**src/rtl/ir_cmd_ctrl_pkg.sv**
```systemverilog
// Shared definitions for the NEC IR command controller.
// Holds NEC frame field offsets, command width, FSM encodings and helpers.
package ir_cmd_ctrl_pkg;

    // NEC frame byte offsets inside the 32-bit burst
    localparam int ADDR_LSB  = 0;
    localparam int NADDR_LSB = 8;
    localparam int CMD_LSB   = 16;
    localparam int NCMD_LSB  = 24;
    localparam int CMD_W     = 8;

    // FSM encodings
    localparam logic [0:0] S_IDLE = 1'b0;
    localparam logic [0:0] S_HELD = 1'b1;

    // Registered result of the frame check stage
    typedef struct packed {
        logic             frm;
        logic             rpt;
        logic             ok;
        logic             addr_ok;
        logic [CMD_W-1:0] cmd;
    } chk_t;

    // Ceiling log2, usable in constant expressions
    function automatic int clog2(input int v);
        int r;
        r = 0;
        for (int x = v - 1; x > 0; x = x >> 1)
            r++;
        return r;
    endfunction

endpackage

```
**src/rtl/ir_cmd_ctrl_fifo.sv**
```systemverilog
// Small show-ahead command FIFO with registered storage.
// Ports: clk, rst, push/din, pop, dout (head), full, empty.
module ir_cmd_ctrl_fifo
    import ir_cmd_ctrl_pkg::*;
#(
    parameter int WIDTH = 9,
    parameter int DEPTH = 4
) (
    input  logic             clk,
    input  logic             rst,
    input  logic             push,
    input  logic [WIDTH-1:0] din,
    input  logic             pop,
    output logic [WIDTH-1:0] dout,
    output logic             full,
    output logic             empty
);

    localparam int AW = clog2(DEPTH);

    logic [WIDTH-1:0] mem [DEPTH];
    logic [AW-1:0]    wptr;
    logic [AW-1:0]    rptr;
    logic [AW:0]      cnt;
    logic             wr;
    logic             rd;

    assign full  = (cnt == (AW+1)'(DEPTH));
    assign empty = (cnt == '0);
    assign rd    = pop & ~empty;
    // A push into a full FIFO still lands when the head leaves this cycle
    assign wr    = push & (~full | rd);
    assign dout  = mem[rptr];

    always_ff @(posedge clk or posedge rst) begin
        if (rst) begin
            for (int i = 0; i < DEPTH; i++)
                mem[i] <= '0;
            wptr <= '0;
            rptr <= '0;
            cnt  <= '0;
        end else begin
            if (wr) begin
                mem[wptr] <= din;
                wptr      <= wptr + 1'b1;
            end
            if (rd)
                rptr <= rptr + 1'b1;
            unique case ({wr, rd})
                2'b10:   cnt <= cnt + 1'b1;
                2'b01:   cnt <= cnt - 1'b1;
                default: cnt <= cnt;
            endcase
        end
    end

endmodule

```
**src/rtl/ir_cmd_ctrl.sv**
```systemverilog
// NEC command sequencer: checks frames, tracks key hold, auto-repeats, queues.
// Ports: clk, rst, burst/burst_vld, repeat_vld, cmd/cmd_vld/cmd_rdy, held, overflow, err_cnt.
module ir_cmd_ctrl
    import ir_cmd_ctrl_pkg::*;
#(
    parameter int         CLK_HZ       = 12_000_000,
    parameter logic [7:0] ADDR         = 8'h00,
    parameter bit         ADDR_FILTER  = 1'b1,
    parameter int         HOLD_MS      = 120,
    parameter int         REPEAT_DELAY = 4,
    parameter int         FIFO_DEPTH   = 4
) (
    input  logic        clk,
    input  logic        rst,
    input  logic [31:0] burst,
    input  logic        burst_vld,
    input  logic        repeat_vld,
    output logic [8:0]  cmd,
    output logic        cmd_vld,
    input  logic        cmd_rdy,
    output logic        held,
    output logic        overflow,
    output logic [7:0]  err_cnt
);

    localparam int HOLD_CYCLES = CLK_HZ / 1000 * HOLD_MS;
    localparam int TW          = clog2(HOLD_CYCLES + 1);

    localparam logic [TW-1:0] HOLD_LD = TW'(HOLD_CYCLES);
    localparam logic [TW-1:0] ONE     = TW'(1);
    localparam logic [3:0]    REP_N   = 4'(REPEAT_DELAY);

    logic [CMD_W-1:0] f_addr;
    logic [CMD_W-1:0] f_naddr;
    logic [CMD_W-1:0] f_cmd;
    logic [CMD_W-1:0] f_ncmd;

    chk_t             chk;
    logic [0:0]       state;
    logic [TW-1:0]    timer;
    logic [3:0]       rep_cnt;
    logic [CMD_W-1:0] last_cmd;

    logic             accept;
    logic             rpt_push;
    logic             push;
    logic [8:0]       push_data;
    logic             pop;
    logic             full;
    logic             empty;

    assign f_addr  = burst[ADDR_LSB  +: CMD_W];
    assign f_naddr = burst[NADDR_LSB +: CMD_W];
    assign f_cmd   = burst[CMD_LSB   +: CMD_W];
    assign f_ncmd  = burst[NCMD_LSB  +: CMD_W];

    // Check stage; a repeat arriving with a frame is discarded
    always_ff @(posedge clk or posedge rst) begin
        if (rst) begin
            chk <= '0;
        end else begin
            chk.frm     <= burst_vld;
            chk.rpt     <= repeat_vld & ~burst_vld;
            chk.ok      <= (f_naddr == ~f_addr) & (f_ncmd == ~f_cmd);
            chk.addr_ok <= ~ADDR_FILTER | (f_addr == ADDR);
            chk.cmd     <= f_cmd;
        end
    end

    assign accept    = chk.frm & chk.ok & chk.addr_ok;
    assign rpt_push  = chk.rpt & (state == S_HELD) & (rep_cnt >= REP_N);
    assign push      = accept | rpt_push;
    assign push_data = accept ? {1'b0, chk.cmd} : {1'b1, last_cmd};

    always_ff @(posedge clk or posedge rst) begin
        if (rst) begin
            state    <= S_IDLE;
            timer    <= '0;
            rep_cnt  <= '0;
            last_cmd <= '0;
        end else if (accept) begin
            state    <= S_HELD;
            timer    <= HOLD_LD;
            rep_cnt  <= '0;
            last_cmd <= chk.cmd;
        end else if (state == S_HELD) begin
            if (chk.rpt) begin
                timer <= HOLD_LD;
                if (rep_cnt < REP_N)
                    rep_cnt <= rep_cnt + 1'b1;
            end else if (timer <= ONE) begin
                // Held for exactly HOLD_CYCLES cycles after the last reload
                state <= S_IDLE;
                timer <= '0;
            end else begin
                timer <= timer - 1'b1;
            end
        end
    end

    always_ff @(posedge clk or posedge rst) begin
        if (rst) begin
            err_cnt  <= '0;
            overflow <= 1'b0;
        end else begin
            if (chk.frm & ~chk.ok & (err_cnt != 8'hFF))
                err_cnt <= err_cnt + 1'b1;
            if (push & full & ~pop)
                overflow <= 1'b1;
        end
    end

    assign held    = (state == S_HELD);
    assign cmd_vld = ~empty;
    assign pop     = cmd_vld & cmd_rdy;

    ir_cmd_ctrl_fifo #(
        .WIDTH (9),
        .DEPTH (FIFO_DEPTH)
    ) u_fifo (
        .clk   (clk),
        .rst   (rst),
        .push  (push),
        .din   (push_data),
        .pop   (pop),
        .dout  (cmd),
        .full  (full),
        .empty (empty)
    );

endmodule

```
**config.mk**
```make
export PLATFORM = sky130hd
export DESIGN_NAME = ir_cmd_ctrl
export DESIGN_NICKNAME = d
export VERILOG_FILES = /design/src/rtl/ir_cmd_ctrl_pkg.sv /design/src/rtl/ir_cmd_ctrl_fifo.sv /design/src/rtl/ir_cmd_ctrl.sv
export SDC_FILE = /design/constraint.sdc
export NUM_CORES = 1
export LEC_CHECK = 0
export CORE_AREA = 2 2 91 93
export CTS_CLUSTER_SIZE = 10
export DETAILED_ROUTE_END_ITERATION = 16
export DIE_AREA = 0 0 93 95
export HOLD_SLACK_MARGIN = 0.08
export PLACE_DENSITY = 0.84
export SLEW_MARGIN = 5
export SYNTH_ARGS = -nofsm -noshare
export SYNTH_HDL_FRONTEND = slang
export SYNTH_SLANG_ARGS = --single-unit
```
**constraint.sdc**
```tcl
create_clock -name clk -period 9 [get_ports clk]
set_input_delay 1.35 -clock clk [delete_from_list [all_inputs] [get_ports clk]]
set_output_delay 1.35 -clock clk [all_outputs]
set_load 0.02 [all_outputs]
```
==> impl_metrics.env <==
export IMPL_status="complete, no violations"
export IMPL_crit_path_start_kind="flip-flop"
export IMPL_postPlaceCellArea_mm2=0.00519
export IMPL_grt_pass1_wl_um=15600
export IMPL_rows=33
export IMPL_postCtsResizedCells=0
export IMPL_grt_pass1_vias=3320
export IMPL_drt_pass1_iter_count=5
export IMPL_max_cap_violations=0
export IMPL_finalCritPeriodShare=0.410
export IMPL_syn_nets=471
export IMPL_clk_insertion_delay_late_ns=0.37
export IMPL_yosysMostFrequentCell="dfrtp_1"
export IMPL_drt_wl_total_um=9270
export IMPL_tns_ns=0
export IMPL_cp_top_family="flip-flops"
export IMPL_cts_buffers=9
export IMPL_grt_antenna_before_repair=0
export IMPL_vias=3399
export IMPL_top_level_ports=57
export IMPL_grt_max_degree=61
export IMPL_hpwlAfterDp_um=6560
export IMPL_holdWs_ns=0.484
export IMPL_setup_slack_ns=5.31
export IMPL_die_w_um=93
export IMPL_worstPathRequired_ns=7.65
export IMPL_r2r_setup_slack_ns=6.35
export IMPL_port_buffer_count=56
export IMPL_overflow=0
export IMPL_fmax_ghz=0.271
export IMPL_place_ws_ns=5.40
export IMPL_setup_viol=0
export IMPL_final_max_slew_viol_count=0
export IMPL_fin_nets=525
export IMPL_synth_common_cells="dfrtp_1 (98), nand2_1 (58), o21ai_0 (46)"
export IMPL_synth_area_leader_cell="dfrtp_1"
export IMPL_timing_final_crit_period_ns=3.69
export IMPL_syn2layout_area_growth_pct=17.9
export IMPL_cts_buffer_depth=2
export IMPL_crit_buf_inv=1
export IMPL_h_tree_depth=3
export IMPL_instances_no_fill=588
export IMPL_power_share_switching=0.300
export IMPL_via_per_inst=5.78
export IMPL_ys_seq_elements=98
export IMPL_p_per_area_mw_per_mm2=178
export IMPL_ys_types=50
export IMPL_final_area_mm2=0.00537
export IMPL_hp_class="reg2reg"
export IMPL_ant_nets=0
export IMPL_tightest_slew_ns=0.930
export IMPL_crit_arrival_ns=2.34
export IMPL_clockPowerShare=0.277
export IMPL_start_util=0.574
export IMPL_drc=0
export IMPL_hold_violations=0
export IMPL_cp_max_fo=11
export IMPL_cts_root_buf="clkbuf_8"
export IMPL_cp_end_kind="output port"
export IMPL_seqPwrFrac=0.547
export IMPL_synthFlopType="dfrtp_1"
export IMPL_critPathKind="reg2out"
export IMPL_maxSlewHeadroom=0.377
export IMPL_synth_async_reset_ratio=1.00
export IMPL_core_area_mm2=0.00793
export IMPL_post_place_cells=572
export IMPL_drt_iter0_markers=268
export IMPL_num_fill_cells=614
export IMPL_rsz0062_at_grt="false"
export IMPL_synthTopCellsByArea="dfrtp_1 (54%), o21ai_0 (5.1%), nand2_1 (4.8%)"
export IMPL_clk_pin_slew_ns=0.10
export IMPL_yosysTopAreaCellShare=0.539
export IMPL_cts_tree="yes"
export IMPL_hold_buffers=0
export IMPL_gp_congestion=0.862
export IMPL_cts_setup_buffers=0
export IMPL_synth_warnings=0
export IMPL_dieArea_mm2=0.00884
export IMPL_synth_area_mm2=0.00455
export IMPL_clock_sinks=98
export IMPL_wl_per_cell_um=15.8
export IMPL_power_uw=955
export IMPL_p_switching_uw=287
export IMPL_synth_cells=424
export IMPL_drive_gt1_frac=0.0745
export IMPL_synth_edff_count=0
export IMPL_grt_total_usage=0.226
export IMPL_p_int_uw=669
export IMPL_leakagePower_nw=2.52
export IMPL_crit_path_cell_trace="mux4_2, clkdlybuf4s50_1"
export IMPL_n_antenna_cell=0
export IMPL_final_util=0.677
export IMPL_die_h_um=95
export IMPL_vdd_ir_drop_max_mv=0.152
export IMPL_combPwrFrac=0.176
export IMPL_ys_seq_area_frac=0.539
export IMPL_fin_skew_ns=0.0194
export IMPL_cpPeakStageDelay_ns=0.80
export IMPL_avgSynthCellArea_um2=10.7
export IMPL_cpMaxStageDelayCell="dfrtp_1"
layout make-up:
| type | instances | area, um^2 | area share |
|---|---|---|---|
| multi-input cells | 293 | 1960 | 0.365 |
| flip-flops and latches | 98 | 2450 | 0.457 |
| repair buffers | 58 | 576 | 0.107 |
| well taps | 105 | 131 | 0.0245 |
| clock inverters | 7 | 57.6 | 0.0107 |
| inverters | 18 | 68.8 | 0.0128 |
| clock buffers | 9 | 124 | 0.0231 |
logic make-up after synthesis:
logic type / after synthesis / share of synthesized area
AND/OR/NAND/NOR: 142 / 0.151
flip-flops: 98 / 0.539
AO/OA/AOI/OAI: 91 / 0.124
buffers and inverters: 33 / 0.0311
XOR/XNOR: 30 / 0.0577
multiplexers: 20 / 0.0690
adder cells (fa/ha/maj): 10 / 0.0291
placed cells by master (no fill, tap or decap), types with 7 or more instances in the layout:
master           count
dfrtp_1             98
clkdlybuf4s50_1     56
nand3_1             11
nor4_1               7
nor3_1              13
a31oi_1              7
nand4_1             10
xnor2_1              8
xor2_1              22
inv_1               17
mux2i_1             10
nand2_1             58
o21ai_0             46
nor2_1              19
a21oi_1              9
mux4_2               9
ha_1                 9
clkbuf_8             9
sequential cells by signal, summed over array words and instances (netlist names):
register,count
timer,21
u_fifo.rptr,2
rep_cnt,4
u_fifo.cnt,3
chk,12
u_fifo.mem,36
u_fifo.wptr,2
last_cmd,8
overflow,1
held,1
err_cnt,8
power by group through the flow:
stage          Combinational (mW)  Clock (mW)  Sequential [mW]
2_1_floorplan               0.102           0            0.520
3_3_place_gp                0.161           0            0.528
3_5_place_dp                0.170           0            0.529
4_1_cts                     0.171       0.268            0.523
5_1_grt                     0.183       0.287            0.529
6_report                    0.169       0.264            0.523
layer usage:
metal	vias to the layer above	routed length (um)	track usage
met5	-	0	0
met4	0	132	0.0723
met3	11	523	0.0495
met2	147	4660	0.374
met1	1628	3960	0.300
li1	1613	-	-
worst reg2reg max path, delay by kind of cell (launching register included):
| family | cells | cell delay (ns) |
|---|---|---|
| and+or+nand+nor | 3 | 1.62 |
| DFF | 1 | 0.47 |
| AOI/OAI and AO/OA | 2 | 0.45 |
path summary, 6_finish.rpt:
kind                       depth (start not counted)      startpoint             end
max                                                2  u_fifo.rptr[0]          cmd[4]
min                                                2  u_fifo.mem[15]  u_fifo.mem[15]
max reg2reg                                        5        timer[9]       timer[11]
min reg2reg                                        2  u_fifo.mem[15]  u_fifo.mem[15]
max in group asynchronous                          3             rst  u_fifo.mem[22]
min in group asynchronous                          2             rst       timer[12]
(Power assumes the default switching activity.)
